File: src/rtl/phase_sequencer_if.sv
// Control and status bundle between the phase sequencer and the register sequencer / datapath.
// The master side drives run control and memory status; the slave side is the sequencer.
interface phase_sequencer_if;
    logic        RUN;
    logic        STEP;
    logic        MEM_WAIT;
    logic        LONG_OP;
    logic        FETCH;
    logic        DECODE;
    logic        EXECUTE;
    logic        COMMIT;
    logic        HALTED;
    logic [15:0] INSTR_COUNT;
    logic [7:0]  WAIT_COUNT;

    modport master (
        output RUN, STEP, MEM_WAIT, LONG_OP,
        input  FETCH, DECODE, EXECUTE, COMMIT, HALTED, INSTR_COUNT, WAIT_COUNT
    );

    modport slave (
        input  RUN, STEP, MEM_WAIT, LONG_OP,
        output FETCH, DECODE, EXECUTE, COMMIT, HALTED, INSTR_COUNT, WAIT_COUNT
    );
endinterface

File: src/rtl/phase_sequencer.sv
// Instruction phase sequencer: HALT -> FETCH -> DECODE -> EXECUTE -> COMMIT with run/step
// control, memory wait stretching, and committed-instruction / wait-cycle counters.
module phase_sequencer (
    input logic              CLK,
    input logic              RESET,
    phase_sequencer_if.slave bus
);

    typedef enum logic [2:0] {
        StHalt    = 3'd0,
        StFetch   = 3'd1,
        StDecode  = 3'd2,
        StExecute = 3'd3,
        StCommit  = 3'd4
    } state_e;

    state_e      state_q, state_d;
    logic        step_pending_q, step_pending_d;
    logic        fetch_q, decode_q, execute_q, commit_q, halted_q;
    logic [15:0] instr_count_q;
    logic [7:0]  wait_count_q;
    logic        wait_cycle;

    always_comb begin
        state_d        = state_q;
        step_pending_d = step_pending_q;
        case (state_q)
            StHalt: begin
                if (bus.RUN || bus.STEP) begin
                    state_d        = StFetch;
                    step_pending_d = bus.STEP && !bus.RUN;
                end
            end
            StFetch: begin
                if (!bus.MEM_WAIT) state_d = StDecode;
            end
            StDecode: state_d = StExecute;
            StExecute: begin
                if (!(bus.LONG_OP && bus.MEM_WAIT)) state_d = StCommit;
            end
            StCommit: begin
                // A single-step instruction always returns to HALT, even if RUN rose meanwhile.
                state_d        = (bus.RUN && !step_pending_q) ? StFetch : StHalt;
                step_pending_d = 1'b0;
            end
            default: begin
                state_d        = StHalt;
                step_pending_d = 1'b0;
            end
        endcase
    end

    always_comb begin
        wait_cycle = bus.MEM_WAIT &&
                     ((state_q == StFetch) || ((state_q == StExecute) && bus.LONG_OP));
    end

    // Strobes are registered from the next state so they line up with state_q.
    always_ff @(posedge CLK or posedge RESET) begin
        if (RESET) begin
            state_q        <= StHalt;
            step_pending_q <= 1'b0;
            fetch_q        <= 1'b0;
            decode_q       <= 1'b0;
            execute_q      <= 1'b0;
            commit_q       <= 1'b0;
            halted_q       <= 1'b1;
            instr_count_q  <= 16'h0000;
            wait_count_q   <= 8'h00;
        end else begin
            state_q        <= state_d;
            step_pending_q <= step_pending_d;
            fetch_q        <= (state_d == StFetch);
            decode_q       <= (state_d == StDecode);
            execute_q      <= (state_d == StExecute);
            commit_q       <= (state_d == StCommit);
            halted_q       <= (state_d == StHalt);
            if (state_q == StCommit) begin
                instr_count_q <= instr_count_q + 16'd1;
            end
            if (wait_cycle && (wait_count_q != 8'hFF)) begin
                wait_count_q <= wait_count_q + 8'd1;
            end
        end
    end

    assign bus.FETCH       = fetch_q;
    assign bus.DECODE      = decode_q;
    assign bus.EXECUTE     = execute_q;
    assign bus.COMMIT      = commit_q;
    assign bus.HALTED      = halted_q;
    assign bus.INSTR_COUNT = instr_count_q;
    assign bus.WAIT_COUNT  = wait_count_q;

endmodule

File: src/flat_wrapper.sv
// flat-port wrapper written by rule: the top's interface ports become plain ports
module phase_sequencer_flat 
  (CLK, RESET, bus_RUN, bus_STEP, bus_MEM_WAIT, bus_LONG_OP, bus_FETCH, bus_DECODE, bus_EXECUTE, bus_COMMIT, bus_HALTED, bus_INSTR_COUNT, bus_WAIT_COUNT);
  phase_sequencer_if bus_i ();
  input logic CLK;
  input logic RESET;
  input wire logic [$bits(bus_i.RUN)-1:0] bus_RUN;
  input wire logic [$bits(bus_i.STEP)-1:0] bus_STEP;
  input wire logic [$bits(bus_i.MEM_WAIT)-1:0] bus_MEM_WAIT;
  input wire logic [$bits(bus_i.LONG_OP)-1:0] bus_LONG_OP;
  output wire logic [$bits(bus_i.FETCH)-1:0] bus_FETCH;
  output wire logic [$bits(bus_i.DECODE)-1:0] bus_DECODE;
  output wire logic [$bits(bus_i.EXECUTE)-1:0] bus_EXECUTE;
  output wire logic [$bits(bus_i.COMMIT)-1:0] bus_COMMIT;
  output wire logic [$bits(bus_i.HALTED)-1:0] bus_HALTED;
  output wire logic [$bits(bus_i.INSTR_COUNT)-1:0] bus_INSTR_COUNT;
  output wire logic [$bits(bus_i.WAIT_COUNT)-1:0] bus_WAIT_COUNT;
  assign bus_i.RUN = bus_RUN;
  assign bus_i.STEP = bus_STEP;
  assign bus_i.MEM_WAIT = bus_MEM_WAIT;
  assign bus_i.LONG_OP = bus_LONG_OP;
  assign bus_FETCH = bus_i.FETCH;
  assign bus_DECODE = bus_i.DECODE;
  assign bus_EXECUTE = bus_i.EXECUTE;
  assign bus_COMMIT = bus_i.COMMIT;
  assign bus_HALTED = bus_i.HALTED;
  assign bus_INSTR_COUNT = bus_i.INSTR_COUNT;
  assign bus_WAIT_COUNT = bus_i.WAIT_COUNT;
  phase_sequencer u_core (.CLK(CLK), .RESET(RESET), .bus(bus_i));
endmodule
File: config.mk
export PLATFORM = sky130hd
export DESIGN_NAME = phase_sequencer_flat
export DESIGN_NICKNAME = d
export VERILOG_FILES = /design/src/rtl/phase_sequencer_if.sv /design/src/rtl/phase_sequencer.sv /design/src/flat_wrapper.sv
export SDC_FILE = /design/constraint.sdc
export NUM_CORES = 1
export LEC_CHECK = 0
export ABC_AREA = 1
export CORE_ASPECT_RATIO = 0.6
export CORE_MARGIN = 2
export CORE_UTILIZATION = 46
export DETAILED_ROUTE_END_ITERATION = 12
export GPL_ROUTABILITY_DRIVEN = 0
export PLACE_DENSITY = 0.81
export SKIP_CTS_REPAIR_TIMING = 1
export SLEW_MARGIN = 40
export SYNTH_ARGS = -nofsm -noshare
export SYNTH_HDL_FRONTEND = slang
export SYNTH_SLANG_ARGS = --single-unit
File: constraint.sdc
create_clock -name CLK -period 1.6 [get_ports CLK]
set_clock_uncertainty 0.2 [all_clocks]
set_input_delay 0.16 -clock CLK [delete_from_list [all_inputs] [get_ports CLK]]
set_output_delay 0.16 -clock CLK [all_outputs]
set_load 0.005 [all_outputs]
* After elaboration in Yosys (flattened, before gate mapping)
Index checks and enable logic that the tools add are counted.
** Storage, ports and cells
- Register bits :: 33
- Bits of input ports :: 6
- Output and inout port bits :: 29
- Word-level logic and storage cells :: 43
** Cells by class
- Add/sub/neg operators :: 2
- Equality and inequality tests :: 10
- Mux-type cells :: 7
- Bitwise gates (word level) :: 1
- Reduce and logical (&&, ||, !) cells :: 14
** Operator list (number)
- 16-bit by 1-bit adder with 16-bit output (second input constant) :: 1
- 3-bit one-hot mux with 5 select lines :: 1
- 3-bit by 2-bit == test with 1-bit output (second input constant) :: 4
- 3-bit two-way mux :: 3
- 8-bit by 1-bit adder with 8-bit output (second input constant) :: 1
- 8-bit inequality test (second input constant) :: 1
- 3-bit by 1-bit == test with 1-bit output (second input constant) :: 2
- 3-bit == test (second input constant) :: 2
- 1-bit logical AND :: 6
- 3-bit zero test :: 2
- 3-bit OR reduction :: 1
- 1-bit zero test :: 2
- 1-bit logical OR :: 2
- 1-bit two-way mux :: 2
- 2-bit by 1-bit inequality test with 1-bit output (second input constant) :: 1
- 1-bit one-hot mux with 2 select lines :: 1
- 2-bit AND reduction :: 1
- 1-bit inverter :: 1

* Depth between registers and ports, before layout
- Word-level depth :: 5
- Gate-level depth with buffers :: 9
- Gate-level depth less buffers :: 9

* Worst setup path after synthesis
No wires, ideal clock.
- Path kind :: register to register
- Start point :: register u_core.instr_count_q[0], in the netlist u_core.bus.INSTR_COUNT[0]
- End point :: register u_core.instr_count_q[10], in the netlist u_core.bus.INSTR_COUNT[10]
- Library setup time :: 0.117 ns
- Data arrival time :: 1.207 ns
- Data required time :: 1.283 ns
- Path slack :: 0.077 ns
- Stages on the path, launching flop included :: 9
- Buffers on the path :: 0
- Clock period less this slack :: 1.523 ns
- Cell sequence :: dfrtp_1 ha_1 nand3_1 nor2_8 nand2_4 nor2_4 nand2_1 nand2_1 nand2_1
** Between the ends
- Cells in the longest elaborated chain, start to end :: 1
** RTL lines
- start: declaration :: RTL line phase_sequencer.sv:20 : logic [15:0] instr_count_q;
- start signal: assignment :: RTL line phase_sequencer.sv:79 : instr_count_q <= instr_count_q + 16'd1;
- 16-bit by 1-bit adder with 16-bit output :: RTL line phase_sequencer.sv:79
No other way between the ends.
A chain may end at the register's enable or synchronous reset.

* Worst setup path after layout
- Start point :: register u_core.wait_count_q[1], in the netlist u_core.bus.WAIT_COUNT[1]
- End point :: register u_core.wait_count_q[2], in the netlist u_core.bus.WAIT_COUNT[2]
** Between the ends
- Cells in the longest elaborated chain, start to end :: 2
- Elaborated cells between the ends (all ways) :: 3
- Classes of those cells :: 1 x add/sub; 1 x eq/ne; 1 x reduce/logical
** RTL lines
- start: declaration :: RTL line phase_sequencer.sv:21 : logic [7:0] wait_count_q;
- start signal: assignment :: RTL line phase_sequencer.sv:82 : wait_count_q <= wait_count_q + 8'd1;
- parallel branches: the longest is 2 deep, another holds 8-bit by 1-bit adder with 8-bit output
Parallel ways; which one is timed is not known.

==> reports/results.ini <==
[global_routing]
grt_overflow=0
grt_use_total=0.195
grt_pass1_wl_mm=6.50
antenna_found_initial=0
grt_max_degree=34
grt_pass1_vias=1434

[routing]
route.detailed.drc=0
wirelength_mm=4.73
drt-vias-per-instance=4.89
dr.pass1.iters=5
drt_iter0_drc=110
vias=1697
antenna_left=0
routedWlPerCell_um=13.6

[floorplan]
die_h_um=51.7
core_area_mm2=0.00366
die_x_um=83.5
start_util=0.477
rows=17
io_pins=35
dieArea_mm2=0.00432

[placed_design]
io_buffer_count=34
dp_hpwl_mm=2.79

[status]
violations=negative hold slack
status=finished, violations left

[timing]
hold_viol=4
tns_ps=0
finalSetupViolCount=0
timing.hold.ws_ps=-8.17
rsz0062_at_grt=yes
worst_slew_pin_slew_ps=305
relSlewSlack=0.795
min_period_ps=1580
slew_viol_final=0
fin_crit_sh=0.987
fmax_mhz=633

[synthesis]
synth_top_area_cell=dfrtp_1
synth_top_area_frac=0.459
synth_cell_types=26
syn_area_mm2=0.00175
yosysWarnings=0
ys_ff_latch=33
synth.yosys.seq_area_share=0.474
syn_nets=227
syn_area_per_cell_um2=7.97
synthTopCellsByArea=dfrtp_1 46%, nand2_1 17%, nor2_1 5.6%
syn_inst=219

[clock_network]
cts_buffer_depth=2
cts_made_buffers=5
h-tree-depth=2
path_clk_slew_ps=70
cts_tree=done
clock_latency_ps=300
root_buffer=clkbuf_8
cts_sinks=33

[job]
max_cap_viol_count=0

[cells_and_area]
layout-drive-gt1-share=0.270
num_antenna_cells=0
nets=307
areaGrowthSynthToFinish_pct=54.3

[power_and_ir_drop]
switching_power_uw=1140
switching_share=0.334
p_int_uw=2280
power.leakage_uw=0.00156
seqPwrFrac=0.344
power_density_mw_per_mm2=1270
pwr-share-clk=0.245
peakVddDrop_mv=1.04
pwr-share-comb=0.411

[worst_setup_path]
endpoint_kind=flip-flop
critical_path.slowest_cell=dfrtp_1
path_buf_inv=1
cp_data_arrival_time_ps=1610
slowest_delay_ps=380
cp_max_fo=7
critical_path_required_ps=1630
cp-start-kind=flip-flop
path_cells=ha_2 -> nand2_2 -> nor3_4 -> nand2_1 -> nand2_2 -> buf_6 -> nand2_1 -> o21ai_1
cpLargestDelayFamily=simple AND/OR/NAND/NOR gates
path_class=flip-flop to flip-flop

[worst_hold_path]
hp-class=input pin to async pin

[path summary, 6_finish.rpt]
kind / start / endpoint / slack, ps / cells after the start
worst max-delay path: u_core.bus.WAIT_COUNT[1] / u_core.bus.WAIT_COUNT[2] / 20 / 8
worst min-delay path: RESET / u_core.bus.INSTR_COUNT[9] / -8 / 3
worst max register to register: u_core.bus.WAIT_COUNT[1] / u_core.bus.WAIT_COUNT[2] / 20 / 8
worst min register to register: u_core.bus.INSTR_COUNT[15] / u_core.bus.INSTR_COUNT[15] / 330 / 2
max in group asynchronous: RESET / u_core.bus.HALTED / 950 / 3
min in group CLK: bus_LONG_OP / u_core.bus.EXECUTE / 270 / 3
[worst min-delay path, delay by kind of cell]
family	cells	cell delay (ps)
buffers and inverters	3	690
[Yosys cell counts]
cell	instances
nand2_1	77
dfrtp_1	32
nor2_1	26
inv_1	25
nand3_1	10
xor2_1	8
xnor2_1	6
a21oi_1	5
inv_2	3
nor3_2	3
o21ai_0	3
ha_1	2
nand2_4	2
nor2_4	2
nor3_1	2
o21ai_1	2
or2_2	2
buf_6	1
dfstp_2	1
nand2_2	1
nand3b_1	1
nand4_1	1
nor2_2	1
nor2_8	1
o21a_1	1
xor2_2	1
[power by group through the flow]
| stage | sequential, µW | combinational (µW) | clock [µW] |
|---|---|---|---|
| global placement | 1150 | 1170 | 0 |
| finish | 1180 | 1410 | 839 |
| global route | 1200 | 1550 | 883 |
| detailed placement | 1160 | 1190 | 0 |
| floorplan | 1190 | 525 | 0 |
| CTS | 1140 | 1200 | 832 |
[registers in the layout, indices dropped and copies added, names as in the netlist]
signal,cells
u_core.bus.FETCH,1
u_core.bus.HALTED,1
u_core.bus.INSTR_COUNT,16
u_core.state_q,3
u_core.bus.DECODE,1
u_core.bus.COMMIT,1
u_core.step_pending_q,1
u_core.bus.WAIT_COUNT,8
u_core.bus.EXECUTE,1
[cells by family (layout without fill, tap and decap cells)]
group | count (synthesis) | after routing | synth area share
compound gates | 11 | 11 | 0.0330
fa+ha+maj | 2 | 2 | 0.0143
buf+inv | 29 | 110 | 0.0667
flops | 33 | 33 | 0.474
xor+xnor | 15 | 15 | 0.0796
simple gates | 129 | 129 | 0.333
[cell type report]
cell class                      instances  area (µm²)
Clock inverter                          1        30.0
Timing Repair Buffer                   74         708
Sequential cell                        33         837
Fill cell                             247         965
Clock buffer                            7        86.3
Inverter                               28         105
Multi-Input combinational cell        157         868
Tap cell                               47        58.8
[per-layer routing]
layer | share of wire | track usage | up-vias
met5 | 0 | 0 | -
met4 | 0.0011 | 0.0645 | 0
met3 | 0.070 | 0.0444 | 2
met2 | 0.47 | 0.304 | 63
met1 | 0.46 | 0.275 | 802
li1 | - | - | 830
[stage by stage]
step	cell area [µm²]	cells	worst slack, ps	utilization	total power [µW]
final	2690	347	20.5	0.736	3420
after global routing	2690	347	-85.1	0.736	3630
after floorplan	1750	219	76.7	-	1720
after CTS	2400	326	-61.4	0.657	3180
after global placement	2290	318	-25.3	0.626	2330
after detailed placement	2290	318	-48.3	0.626	2350
[placed cells by master, fill, tap and decap left out, types with 8 or more instances in the layout]
cell,n
xor2_1,8
nand3_1,9
nor2_1,25
buf_4,35
nand2_1,73
dfrtp_1,24
inv_1,24
dfrtp_2,8
clkdlybuf4s50_1,18
dlymetal6s2s_1,16
Power figures use the tool's default switching activity.
==> RTL edit 1 (config.mk and constraints unchanged) <==
Make the reset (`RESET`) synchronous in one clocked block.
--- a/src/rtl/phase_sequencer.sv
+++ b/src/rtl/phase_sequencer.sv
@@ -57,5 +57,5 @@
 
     // Strobes are registered from the next state so they line up with state_q.
-    always_ff @(posedge CLK or posedge RESET) begin
+    always_ff @(posedge CLK) begin
         if (RESET) begin
             state_q        <= StHalt;
Behaviour: differs if RESET is asserted again (counterexample within 4 cycles, from zero or initial values and one cycle with RESET high); with RESET held inactive, the same outputs for 10 cycles.
==> RTL edit 1 against the unedited design <==
Synthesized area down 12%. Critical path depth down 7. Design area down 18%. Setup slack better by 0.013 ns. Sequential cell count unchanged. Wire length down 23%. Highest routed layer unchanged.
Power is not compared: it rests on default switching activity, and its combinational part moved more than twofold at a synthesized area within 25%.
==> RTL edit 1: results (changes against the unedited design) <==
The number of hold violations in the final report came out at 0 (was 4). The timing startpoint of the critical path was u_core.bus.INSTR_COUNT[11] (was u_core.bus.WAIT_COUNT[1]). The post-synthesis net count is 220 (was 227).

The worst slack at placement was -0.0675 ns (was -0.0483 ns). The number of vias per cell was 4.83 (was 4.89). The final core utilization came to 0.684 (was 0.736). The flop-to-flop setup slack is 0.05 ns (was 0.02 ns). The total routing usage reported by global routing was 0.197 (was 0.195). The number of clock buffers inserted by TritonCTS came out at 5 (unchanged). The startpoint of the worst-slack reg-to-reg timing path is u_core.bus.WAIT_COUNT[1] (unchanged). The placed instance area is 2030 µm² (was 2290 µm²). The worst-margin pin slew is 0.418 ns (was 0.305 ns). The pin count of the biggest net entering global routing is 15 (was 34).

The sequential-to-total area share from yosys stat is 0.431 (was 0.474). The fill cell total of the finished layout is 278 (was 247). The cell class contributing the biggest share of worst-path delay is buffers and inverters (was simple AND/OR/NAND/NOR gates). The signal arrival time at the worst endpoint is 1.21 ns (was 1.61 ns).

Ranking of synthesized cells by instance count: sky130_fd_sc_hd__nand2_1, sky130_fd_sc_hd__nor2_1, sky130_fd_sc_hd__dfxtp_1, sky130_fd_sc_hd__inv_1, sky130_fd_sc_hd__a21oi_1 (was sky130_fd_sc_hd__nand2_1, sky130_fd_sc_hd__dfrtp_1, sky130_fd_sc_hd__nor2_1, sky130_fd_sc_hd__inv_1, sky130_fd_sc_hd__nand3_1). The number of detailed-routing iterations run before antenna repair is 4 (was 5). Top post-synthesis cells by area: sky130_fd_sc_hd__dfxtp_1, sky130_fd_sc_hd__nand2_1, sky130_fd_sc_hd__nor2_1 (was sky130_fd_sc_hd__dfrtp_1, sky130_fd_sc_hd__nand2_1, sky130_fd_sc_hd__nor2_1). The area share of xor/xnor cells in the synthesized design is 0.0229 (was 0.0796). The wire length of the first global-routing pass is 5.80 mm (was 6.50 mm). The timing endpoint of the critical path is bus_INSTR_COUNT[11] (was u_core.bus.WAIT_COUNT[2]). The number of global-route vias before repair is 1294 (was 1434).

The DRC marker count from the first detailed-route iteration is 92 (was 110). The post-layout net count came out at 278 (was 307). The synthesized-area fraction occupied by ao, oa, aoi and oai cells was 0.118 (was 0.0330). Result of the run: complete, no violations (was finished, violations left). The share of cell area taken by muxes after synthesis is 0 (unchanged). The share of post-route cells with drive strength above 1 is 0.200 (was 0.270). The final wirelength is 3.65 mm (was 4.73 mm). The placed cell count came to 303 (was 318). The maximum fanout count along the critical path came out at 4 (was 7). The average size of a mapped cell came out at 7.23 µm² (was 7.97 µm²). The adder-cell share of the synthesized area came out at 0.0163 (was 0.0143). For this design the static power due to leakage is ~1.0 nW. The share of flip-flops with an asynchronous set or reset is 0 (was 1.00). The type of the worst min-delay path is flip-flop to flip-flop (was input port to async pin). The master of the slowest instance on the critical path was sky130_fd_sc_hd__clkdlybuf4s50_1 (was sky130_fd_sc_hd__dfrtp_1). The worst reg2reg path endpoint is u_core.bus.WAIT_COUNT[0] (was u_core.bus.WAIT_COUNT[2]). The half-perimeter wire length after placement is 2.69 mm (was 2.79 mm).
==> RTL edit 1: power groups by stage <==
stage               logic [mW]  clock network [mW]  registers [mW]
finish                   0.190               0.648           0.866
global route             0.210               0.704           0.868
CTS                      0.180               0.653           0.864
detailed placement       0.179                   0           0.883
global placement         0.176                   0           0.882
floorplan               0.0901                   0           0.885
==> RTL edit 1: worst min-delay path by stage <==
stage,endpoint,slack (ns),cells after the start
floorplan,u_core.bus.DECODE,0.04,1
global placement,u_core.bus.INSTR_COUNT[13],0.29,2
detailed placement,u_core.bus.WAIT_COUNT[7],0.30,2
CTS,u_core.bus.INSTR_COUNT[13],0.31,2
global route,u_core.bus.WAIT_COUNT[7],0.33,2
finish,u_core.bus.INSTR_COUNT[7],0.31,2
==> RTL edit 1: cells by family (layout without fill, tap and decap cells) <==
family / Yosys count / in the layout
fa+ha+maj: 2 / 2
xor+xnor: 4 / 4
flops: 33 / 33
compound gates: 33 / 33
simple gates: 109 / 109
buf+inv: 31 / 89
==> RTL edit 1: routing by layer <==
| metal | share of wire | vias to the layer above | global-route usage |
|---|---|---|---|
| met2 | 0.40 | 40 | 0.259 |
| met5 | 0 | - | 0 |
| met3 | 0.050 | 7 | 0.0634 |
| met1 | 0.54 | 688 | 0.301 |
| li1 | - | 786 | - |
| met4 | 0.014 | 0 | 0.0643 |
==> RTL edit 1: cell type report <==
cell class,instances,share of cell area
multi-input combinational,148,0.347
timing repair buffer,54,0.232
tap,45,0.0256
inverter,28,0.0488
sequential,33,0.307
clock buffer,7,0.0392
==> RTL edit 2 (same flow settings) <==
Made on the original files. Encoding of `state_e`: now one-hot (5 bits for 5 states).
--- a/src/rtl/phase_sequencer.sv
+++ b/src/rtl/phase_sequencer.sv
@@ -7,10 +7,10 @@
 );
 
-    typedef enum logic [2:0] {
-        StHalt    = 3'd0,
-        StFetch   = 3'd1,
-        StDecode  = 3'd2,
-        StExecute = 3'd3,
-        StCommit  = 3'd4
+    typedef enum logic [4:0] {
+        StHalt    = 5'b00001,
+        StFetch   = 5'b00010,
+        StDecode  = 5'b00100,
+        StExecute = 5'b01000,
+        StCommit  = 5'b10000
     } state_e;
 
Check against the original RTL: same outputs for any inputs over 10 cycles, from zero or initial values and one cycle with RESET high; not proved beyond that.
==> RTL edit 2 against the unedited design <==
Design area is 3.4% higher. Non-clock buffer count is 7 lower. Power is 25% lower. Wire length is 5.3% lower. Critical path depth is 7 lower. Setup slack better by 0.0021 ns. Sequential cell count is 2 higher. Utilization is 4.9 points lower. Synthesized area is 9.9% higher. Synthesized cell count is 14% higher. Die area is 9.3% higher. Maximum frequency is 0.13% higher.
==> RTL edit 2: results (changes against the unedited design) <==
The maximum frequency from static timing analysis was 634 MHz (was 633 MHz). The multi-input logic portion of the cell area is 0.347 (was 0.322). Result of the run: complete, no violations (was finished, violations left). The routing usage on met3 came out at 0.0491 (was 0.0444). The sequential share of cell area is 0.319 (was 0.311).

The signal arrival time at the worst endpoint came out at 1.22 ns (was 1.61 ns). The placed instance area is 2440 µm² (was 2290 µm²). The cell class contributing the biggest share of worst-path delay was buffers and inverters (was simple AND/OR/NAND/NOR gates). The worst reg2reg path endpoint is u_core.bus.WAIT_COUNT[3] (was u_core.bus.WAIT_COUNT[2]). The count of inverters other than clock inverters in the layout is 30 (was 28). The total routing usage reported by global routing came out at 0.190 (was 0.195).

The pin count of the biggest net entering global routing is 36 (was 34). The static leakage was 1.54 nW (was 1.56 nW). The number of detailed-routing iterations run before antenna repair is 4 (was 5). The global routing usage on met1 is 0.260 (was 0.275). The normalized max-slew margin came out at 0.817 (was 0.795). The average size of a mapped cell is 7.70 µm² (was 7.97 µm²). The share of post-route cells with drive strength above 1 is 0.230 (was 0.270). The count of plain and timing-repair buffers in the layout came out at 67 (was 74). The clock network fraction of design power is 0.250 (was 0.245). The sequential-to-total area share from yosys stat is 0.458 (was 0.474).

The number of vias per cell is 4.90 (was 4.89). The largest incremental delay on the critical path came out at 0.52 ns (was 0.38 ns). The switching share of power came out at 0.322 (was 0.334). The count of clock-net buffers in the final layout came out at 5 (was 7). The total number of vias came out at 1824 (was 1697).
RTL edit 2: worst max path at each step:
stage                                    startpoint  cells after the start                         to
after floorplan           u_core.bus.INSTR_COUNT[0]                      7  u_core.bus.INSTR_COUNT[8]
after global placement                 bus_MEM_WAIT                      7   u_core.bus.WAIT_COUNT[6]
after detailed placement               bus_MEM_WAIT                      7   u_core.bus.WAIT_COUNT[3]
after CTS                  u_core.bus.WAIT_COUNT[5]                      1          bus_WAIT_COUNT[5]
after global routing              u_core.state_q[1]                      7   u_core.bus.WAIT_COUNT[2]
final                     u_core.bus.INSTR_COUNT[7]                      1         bus_INSTR_COUNT[7]
RTL edit 2: cells by family after synthesis:
group           after synthesis  share of synthesized area
compound gates               14                     0.0417
fa+ha+maj                     2                     0.0130
xor+xnor                     11                     0.0502
flops                        35                      0.458
simple gates                155                      0.369
buf+inv                      32                     0.0685
